<file path="src/rtl/direct_sound_fifo_channel.sv">
`default_nettype none
// ============================================================================
// Module      : direct_sound_fifo_channel
// Description : GBA Direct Sound channel with integrated 32-bit sample FIFO.
//               Optional build macro DS_UNDERFLOW_HOLD_EN holds the last
//               sample on underflow instead of driving 0.
// Revision    : 1.0 - initial release
// ============================================================================
module direct_sound_fifo_channel #(
  parameter int FIFO_DEPTH = 8,
  parameter int SAMPLE_W   = 8,
  parameter int OUT_W      = 24,
  parameter int REQ_LEVEL  = 4
) (
  input  logic                          clock,
  input  logic                          reset,
  input  logic [15:0]                   TM0_CNT_L,
  input  logic [15:0]                   TM1_CNT_L,
  input  logic                          timer_num,
  input  logic                          output_l,
  input  logic                          output_r,
  input  logic                          volume_full,
  input  logic                          fifo_clr,
  input  logic                          wr_en,
  input  logic [31:0]                   wr_data,
  output logic [OUT_W-1:0]              waveout,
  output logic                          sound_req,
  output logic [$clog2(FIFO_DEPTH):0]   fifo_level,
  output logic                          underflow
);

  localparam int c_PTR_W  = $clog2(FIFO_DEPTH);
  localparam int c_LVL_W  = c_PTR_W + 1;
  localparam int c_WORD_W = 4 * SAMPLE_W;
  localparam logic [c_LVL_W-1:0] c_DEPTH = c_LVL_W'(FIFO_DEPTH);
  localparam logic [c_LVL_W-1:0] c_REQ   = c_LVL_W'(REQ_LEVEL);
  localparam logic [c_LVL_W-1:0] c_ONE   = c_LVL_W'(1);
  localparam logic [c_PTR_W-1:0] c_PINC  = c_PTR_W'(1);

  logic [c_WORD_W-1:0] r_mem [FIFO_DEPTH];
  logic [c_PTR_W-1:0]  r_wr_ptr;
  logic [c_PTR_W-1:0]  r_rd_ptr;
  logic [c_LVL_W-1:0]  r_level;
  logic [1:0]          r_byte_idx;
  logic [c_WORD_W-1:0] r_shift;
  logic [15:0]         r_prev_timer;
  logic [OUT_W-1:0]    r_waveout;
  logic                r_sound_req;
  logic                r_underflow;

  logic [15:0]         w_timer;
  logic                w_enabled;
  logic                w_tick;
  logic                w_empty;
  logic                w_full;
  logic                w_pop;
  logic                w_push;
  logic [SAMPLE_W-1:0] w_sample;
  logic [OUT_W-1:0]    w_scaled_full;
  logic [OUT_W-1:0]    w_scaled;

  assign w_timer   = timer_num ? TM1_CNT_L : TM0_CNT_L;
  assign w_enabled = output_l | output_r;
  assign w_tick    = w_enabled & (r_prev_timer > w_timer);
  assign w_empty   = (r_level == '0);
  assign w_full    = (r_level == c_DEPTH);
  // fifo_clr wins over both pop and write in the same cycle
  assign w_pop     = w_tick & (r_byte_idx == 2'd0) & ~w_empty & ~fifo_clr;
  assign w_push    = wr_en & ~fifo_clr & (~w_full | w_pop);

  always_comb begin
    w_sample = '0;
    case (r_byte_idx)
      2'd0:    w_sample = r_mem[r_rd_ptr][SAMPLE_W-1:0];
      2'd1:    w_sample = r_shift[2*SAMPLE_W-1:SAMPLE_W];
      2'd2:    w_sample = r_shift[3*SAMPLE_W-1:2*SAMPLE_W];
      default: w_sample = r_shift[4*SAMPLE_W-1:3*SAMPLE_W];
    endcase
  end

  assign w_scaled_full = {w_sample, {(OUT_W-SAMPLE_W){1'b0}}};
  assign w_scaled      = volume_full ? w_scaled_full
                                     : {w_scaled_full[OUT_W-1], w_scaled_full[OUT_W-1:1]};

  always_ff @(posedge clock) begin
    if (w_push) begin
      r_mem[r_wr_ptr] <= wr_data;
    end
  end

  always_ff @(posedge clock) begin
    if (reset) begin
      r_wr_ptr     <= '0;
      r_rd_ptr     <= '0;
      r_level      <= '0;
      r_byte_idx   <= 2'd0;
      r_shift      <= '0;
      r_prev_timer <= '0;
      r_waveout    <= '0;
      r_sound_req  <= 1'b0;
      r_underflow  <= 1'b0;
    end else begin
      r_prev_timer <= w_timer;
      r_sound_req  <= 1'b0;
      r_underflow  <= 1'b0;
      if (fifo_clr) begin
        r_wr_ptr   <= '0;
        r_rd_ptr   <= '0;
        r_level    <= '0;
        r_byte_idx <= 2'd0;
        r_waveout  <= '0;
      end else begin
        if (w_push) r_wr_ptr <= r_wr_ptr + c_PINC;
        if (w_pop)  r_rd_ptr <= r_rd_ptr + c_PINC;
        case ({w_push, w_pop})
          2'b10:   r_level <= r_level + c_ONE;
          2'b01:   r_level <= r_level - c_ONE;
          default: r_level <= r_level;
        endcase

        if (!w_enabled) begin
          r_byte_idx <= 2'd0;
          r_waveout  <= '0;
        end else if (w_tick) begin
          if (r_byte_idx == 2'd0) begin
            if (!w_empty) begin
              r_shift     <= r_mem[r_rd_ptr];
              r_waveout   <= w_scaled;
              r_byte_idx  <= 2'd1;
              r_sound_req <= ((r_level - c_ONE) <= c_REQ);
            end else begin
              r_underflow <= 1'b1;
`ifndef DS_UNDERFLOW_HOLD_EN
              r_waveout   <= '0;
`endif
            end
          end else begin
            r_waveout  <= w_scaled;
            r_byte_idx <= r_byte_idx + 2'd1;
          end
        end
      end
    end
  end

  assign waveout    = r_waveout;
  assign sound_req  = r_sound_req;
  assign fifo_level = r_level;
  assign underflow  = r_underflow;

endmodule
`default_nettype wire

</file>
<file path="config.mk">
export PLATFORM = sky130hd
export DESIGN_NAME = direct_sound_fifo_channel
export DESIGN_NICKNAME = d
export VERILOG_FILES = /design/src/rtl/direct_sound_fifo_channel.sv
export SDC_FILE = /design/constraint.sdc
export NUM_CORES = 1
export LEC_CHECK = 0
export ABC_AREA = 1
export ABC_CLOCK_PERIOD_IN_PS = 6800
export CAP_MARGIN = 20
export CORE_MARGIN = 2
export CORE_UTILIZATION = 50
export CTS_BUF_LIST = sky130_fd_sc_hd__clkbuf_4 sky130_fd_sc_hd__clkbuf_8
export CTS_CLUSTER_SIZE = 30
export DETAILED_ROUTE_END_ITERATION = 12
export GPL_ROUTABILITY_DRIVEN = 0
export PLACE_DENSITY = 0.81
export SLEW_MARGIN = 20
export SYNTH_ARGS = -nofsm -noshare
export SYNTH_HDL_FRONTEND = slang
export SYNTH_SLANG_ARGS = --single-unit
export TNS_END_PERCENT = 50
</file>
<file path="constraint.sdc">
create_clock -name clock -period 6.8 [get_ports clock]
set_clock_uncertainty 0.1 [all_clocks]
set_input_delay 1.36 -clock clock [delete_from_list [all_inputs] [get_ports clock]]
set_output_delay 1.36 -clock clock [all_outputs]
set_load 0.02 [all_outputs]
</file>
== Word-level counts from Yosys, hierarchy flattened ==
Memory sizes are Yosys's and may differ from the RTL's. A register that Yosys moved wholly into a read port is not among the register bits.
Cells that the tools add are included.

* Register bits: 86
* RAM bits: 256
* Input port bits: 72
* Output and inout port bits: 30
* Word-level logic and storage cells: 59
* Memories: 1

* Add/subtract/negate cells: 5
* Magnitude comparators: 2
* Equal/unequal tests: 6
* Muxes and demuxes: 13
* Bitwise gates (word level): 14
* Reductions and logical operators: 9

{| class="wikitable"
|+ Memory list
! name !! words !! bits a word !! rd ports !! clocked after memory_dff !! write ports !! line !! source
|-
| r_mem || 8 || 32 || 1 || 1 || 1 || 40 || <nowiki>logic [c_WORD_W-1:0] r_mem [FIFO_DEPTH];</nowiki>
|}

{| class="wikitable"
|+ Operators with widths
! kind !! count
|-
| 24-bit 2-to-1 mux || 2
|-
| 8-bit one-hot mux with 3 select lines || 1
|-
| 23-bit 2-to-1 mux || 1
|-
| 16-bit greater-than comparator || 1
|-
| 16-bit 2-to-1 mux || 1
|-
| 4-bit one-hot mux with 2 select lines || 1
|-
| 3-bit by 1-bit adder with 3-bit output (second input constant) || 2
|-
| 1-bit bitwise AND || 6
|-
| 3-bit 2-to-1 mux || 2
|-
| 1-bit inverter || 6
|-
| 6-bit OR reduction || 1
|-
| 5-bit AND reduction || 1
|-
| 5-bit OR reduction || 1
|-
| 4-bit by 1-bit adder with 4-bit output (second input constant) || 1
|-
| 2-bit by 1-bit equality test with 1-bit output (second input constant) || 2
|-
| 2-bit equality test (second input constant) || 2
|-
| 4-bit equality test (second input constant) || 1
|-
| 4-bit by 3-bit less-or-equal comparator with 1-bit output (second input constant) || 1
|-
| 4-bit zero test || 1
|-
| 2-bit 2-to-1 mux || 2
|-
| 4-bit by 1-bit subtractor with 4-bit output (second input constant) || 1
|-
| 1-bit 2-to-1 mux || 3
|-
| 3-bit OR reduction || 1
|-
| 2-bit by 1-bit adder with 2-bit output (second input constant) || 1
|-
| 6 further kinds || 7
|}

== Depth between registers and ports, before layout ==
* Depth after elaboration: 10
* Depth in mapped cells: 19

== Worst setup path after synthesis ==
No wires, ideal clock.

* Path kind: input -> register
* Start point: input timer_num
* End point: memory r_mem[5][0] in the netlist's numbering, enable pin
* Setup time: 461 ps
* Data arrival time: 5,389 ps
* Slack: 850 ps
* Stages: 13
* Buffers on the path: 2
* Path through: buf_2 buf_2 mux2i_1 ha_1 nand2_2 nor2_4 nand2_2 nor2_4 a21oi_2 nand3_4 nand3_2 nand2_1 nor3_1

* Cells in the longest elaborated chain, start to end: 10

{| class="wikitable"
|+ Ends and longest elaborated chain
! element !! line !! source
|-
| start: declaration || 19 || <nowiki>input logic timer_num,</nowiki>
|-
| 16-bit 2-to-1 mux || 62 || <nowiki>assign w_timer = timer_num ? TM1_CNT_L : TM0_CNT_L;</nowiki>
|-
| 16-bit greater-than comparator || 64 || <nowiki>assign w_tick = w_enabled & (r_prev_timer > w_timer);</nowiki>
|-
| 1-bit bitwise AND || 64 ||
|-
| 1-bit bitwise AND (3 in series) || 68 || <nowiki>assign w_pop = w_tick & (r_byte_idx == 2'd0) & ~w_empty & ~fifo_clr;</nowiki>
|-
| 1-bit OR || 69 || <nowiki>assign w_push = wr_en & ~fifo_clr & (~w_full | w_pop);</nowiki>
|-
| 1-bit bitwise AND || 69 ||
|-
| 1-bit 2-to-1 mux || 86 || <nowiki>if (w_push) begin</nowiki>
|-
| 1-bit 2-to-1 mux (implied by the code) || 87 || <nowiki>r_mem[r_wr_ptr] <= wr_data;</nowiki>
|-
| end: declaration || 40 ||
|}

Every way passes these cells.

== Worst setup path after layout ==
* Start point: input timer_num
* End point: memory r_mem[6][14] in the netlist's numbering, enable pin

Same word-level chain as after synthesis.

==> metrics.md <==
| Metric | Value |
|---|---|
| Critical path arrival | `5330 ps` |
| Worst Slack Setup Final | `~1700 ps` |
| Final non-filler cell total | `1655` |
| Post-synth top flop | `sky130_fd_sc_hd__edfxtp_1` |
| Number of filler cells placed in the layout | `2058` |
| Sort of element at the start of the critical path | `input pin` |
| Share of post-route cells with drive strength above 1 | `0.102` |
| Summed instance area of the synthesized netlist | `around 13000 µm²` |
| VDD IR max | `0.257 mV` |
| Number of antenna repair diodes | `0` |
| Final routed wire length divided by cell count | `18.2 µm` |
| Syn. warnings | `0` |
| Die Outline Area | `~28000 µm²` |
| Slew at the pin with the worst max-slew slack | `969 ps` |
| Core Box Area | `26100 µm²` |
| Post-Synthesis Mean Instance Area | `11.2 µm²` |
| Total length of routed wires | `approximately 30 mm` |
| Setup Crit Path Kind | `input pin to register` |
| Number of placed I/O pins | `102` |
| Root Buffer Master | `sky130_fd_sc_hd__clkbuf_8` |
| Number of instances resized during post-cts repair | `0` |
| Signed area change from the synthesized netlist to the final layout | `16.5%` |
| Standard-cell rows | `59` |
| Number of nets with antenna violations after routing | `0` |
| Met3 Track Usage GR | `0.0421` |
| Number of antenna violations at the first check in global routing | `0` |
| Pwr/cell area | `264 nW/µm²` |
| Total half-perimeter wirelength after legalization and detailed placement | `17.9 mm` |
| Tmin final | `5130 ps` |
| Largest net degree at the start of global routing | `91` |
| Max Clock Freq | `195 MHz` |
| First-iteration detailed-routing DRC count | `965` |
| Leakage power of the design | `between 0.005 and 0.006 µW` |
| Post-route DRC | `0` |
| Crit Reg-Reg Startpoint | `r_byte_idx[0]` |
| Worst hold path startpoint | `waveout[21]` |
| Initial Util | `0.510` |
| Number of hold violations in the final report | `0` |
| Highest fanout seen on the critical path | `24` |
| Met1 usage | `0.294` |
| Worst Setup Slack post-DPL | `1110 ps` |
| Share of the yosys chip area belonging to registers | `0.678` |
| Clock buffers created by TritonCTS | `50` |
| Proportion of synthesized flip-flops having asynchronous set or reset | `0` |
| Capture endpoint of the worst hold path | `waveout[21]` |
| Core occupancy in the finished layout | `0.594` |
| Number of max-cap violations | `0` |
| # nets final | `around 1400` |
| Slack of the worst reg-to-reg path | `3440 ps` |
| H-tree level count | `2` |
| Result of the run | `finished, final reports clean` |
| Clk slew on worst S/H paths | `60 ps` |
| Number of buffer cells added on primary ports | `86` |
| Clock latency reported for the late side of the worst-skew pair | `600 ps` |
| Setup repair after global routing missed its margin | `false` |
| Reg-to-Reg End | `r_mem[6][14]` |
| Gr usage total | `0.214` |
| Met2 track demand over resource | `0.344` |
| Global-route congestion overflow total | `0` |
| Area of the multi-input gates | `3790 µm²` |
| Max Buffers Root-to-Sink | `3` |
| Number of global-route vias before repair | `9128` |
| Hold buffers post-CTS | `0` |
| Number of enable-type register cells in the synthesized netlist | `256` |
| Final Setup Violations | `0` |
| Busiest layer in global routing | `met2` |
| Count of unique library cells instantiated by Yosys | `37` |
| Die Span X | `approximately 170 µm` |
| Register bit count reported by yosys | `322` |
| Max-slew violation total from the final report | `0` |
| DR vias | `slightly above 9000` |
| Sequential cell area | `approximately 9000 µm²` |
| Cells after synthesis | `1190` |
| Worst min-delay path class | `register to register` |
| Clock tree from TritonCTS | `yes` |
| Wire length of the first global-routing pass | `about 47 mm` |
| Required time of the critical path | `7000 ps` |
| Slew margin rel. | `0.354` |
| Reg2reg path depth | `9` |
| Via-per-instance ratio | `5.58` |
| Period utilisation layout | `0.754` |
| Post-CTS repair timing setup buffer count | `0` |
| Crit. End Element | `register` |
| Post-Place Cells | `1561` |
| PnR Total Power | `4080 µW` |
| Drt first pass iters | `5` |
| Worst hold path cell count | `2` |
| Sinks on Clock Net | `322` |
| Floorplan die height | `167 µm` |
| Setup TNS | `0 ps` |
## placed cells by master (no fill, tap or decap), types with 23 or more instances in the layout
| cell type | synthesis | final |
|---|---|---|
| sky130_fd_sc_hd__a31oi_1 | 24 | 24 |
| sky130_fd_sc_hd__nand2_1 | 276 | 276 |
| sky130_fd_sc_hd__ha_1 | 25 | 25 |
| sky130_fd_sc_hd__inv_1 | 41 | 40 |
| sky130_fd_sc_hd__edfxtp_1 | 256 | 256 |
| sky130_fd_sc_hd__clkdlybuf4s50_1 | 0 | 86 |
| sky130_fd_sc_hd__clkbuf_8 | 0 | 57 |
| sky130_fd_sc_hd__nand3_1 | 170 | 170 |
| sky130_fd_sc_hd__clkbuf_4 | 0 | 23 |
| sky130_fd_sc_hd__dfxtp_1 | 66 | 64 |
| sky130_fd_sc_hd__nor2_1 | 97 | 93 |
| sky130_fd_sc_hd__o21ai_0 | 52 | 52 |
## worst max-delay path, stage by stage
cell and delay [ps]:
sky130_fd_sc_hd__clkdlybuf4s50_1 1080, sky130_fd_sc_hd__mux2i_1 370, sky130_fd_sc_hd__ha_1 300, sky130_fd_sc_hd__nand2_1 70
sky130_fd_sc_hd__inv_1 50, sky130_fd_sc_hd__nand3_1 100, sky130_fd_sc_hd__nor2_4 60, sky130_fd_sc_hd__a21oi_2 220
sky130_fd_sc_hd__nand3_4 150, sky130_fd_sc_hd__nand3_2 120, sky130_fd_sc_hd__nand3_1 350, sky130_fd_sc_hd__nor2_4 800
sky130_fd_sc_hd__buf_4 280
## synthesized netlist by cell type (2+ instances only)
cell type | number | area, µm²
sky130_fd_sc_hd__buf_6 | 3 | 33.8
sky130_fd_sc_hd__o21ai_1 | 13 | 65.1
sky130_fd_sc_hd__edfxtp_1 | 256 | 7690
sky130_fd_sc_hd__nor2_4 | 2 | 22.5
sky130_fd_sc_hd__dfxtp_1 | 66 | 1320
sky130_fd_sc_hd__xor2_1 | 4 | 35.0
sky130_fd_sc_hd__a221oi_1 | 8 | 70.1
sky130_fd_sc_hd__buf_2 | 25 | 125
sky130_fd_sc_hd__mux2i_1 | 15 | 150
sky130_fd_sc_hd__buf_4 | 17 | 128
sky130_fd_sc_hd__buf_1 | 9 | 33.8
sky130_fd_sc_hd__nand4_1 | 2 | 12.5
sky130_fd_sc_hd__o211ai_1 | 15 | 113
sky130_fd_sc_hd__ha_1 | 25 | 313
sky130_fd_sc_hd__clkbuf_1 | 26 | 97.6
sky130_fd_sc_hd__nand2_1 | 276 | 1040
sky130_fd_sc_hd__nand2_2 | 3 | 18.8
sky130_fd_sc_hd__inv_1 | 41 | 154
sky130_fd_sc_hd__o21ai_0 | 52 | 260
sky130_fd_sc_hd__nand3_1 | 170 | 851
sky130_fd_sc_hd__nor2_1 | 97 | 364
sky130_fd_sc_hd__a21oi_1 | 20 | 100
sky130_fd_sc_hd__inv_2 | 2 | 7.51
sky130_fd_sc_hd__a31oi_1 | 24 | 150
sky130_fd_sc_hd__nor3_1 | 7 | 35.0
## power by group
| group | internal (µW) | switching [µW] |
|---|---|---|
| Clock | 981 | 747 |
| Sequential | 2150 | 9.75 |
| Combinational | 77.2 | 120 |
## sequential cells by signal (all words and copies together), names as in the netlist, named ones only
signal and count:
r_mem 256, r_prev_timer 16, r_shift 24, waveout 9
r_byte_idx 2, r_wr_ptr 3, r_rd_ptr 3, fifo_level 4
underflow 1, sound_req 1
## cell families (layout without fill, tap and decap cells)
| family | count (synthesis) | count (layout) | synth area share |
|---|---|---|---|
| simple gates | 562 | 562 | 0.180 |
| flops | 322 | 322 | 0.678 |
| compound gates | 136 | 136 | 0.0595 |
| buf+inv | 125 | 241 | 0.0443 |
| fa+ha+maj | 25 | 25 | 0.0236 |
| mux | 15 | 15 | 0.0113 |
| xor+xnor | 4 | 4 | 0.00264 |
| other cells | 1 | 15 | 0.000282 |
## per-layer routing
layer | part of all wire | vias to the layer above | wire [µm]
met3 | 0.087 | 47 | 2620
met1 | 0.42 | 4423 | 12700
met4 | 0.016 | 0 | 472
met2 | 0.48 | 435 | 14400
li1 | - | 4337 | -
met5 | 0 | - | 0
## area by class of cell
class,instances,area share
Inverter,45,0.0111
Timing Repair Buffer,102,0.0634
Multi-Input combinational cell,757,0.245
Clock buffer,80,0.0618
Tap cell,335,0.0271
Sequential cell,322,0.582
Clock inverter,14,0.00962
## how the worst max path moves through the flow
stage / from / to / cells after the start
after detailed placement: timer_num / r_mem[6][19] / 13
after global placement: timer_num / r_mem[6][19] / 14
final: timer_num / r_mem[6][14] / 13
after global routing: timer_num / r_mem[6][14] / 13
after floorplan: timer_num / r_mem[5][0] / 13
after CTS: timer_num / r_mem[6][14] / 13
## per-stage QoR
| stage | instance area, µm² | hold slack (ps) |
|---|---|---|
| finish | 15500 | 366 |
| detailed placement | 14400 | 359 |
| global route | 15500 | 396 |
| floorplan | 13300 | 348 |
| global placement | 14400 | 359 |
| CTS | 15500 | 368 |
Note: power is estimated with default switching activity, not from simulation.
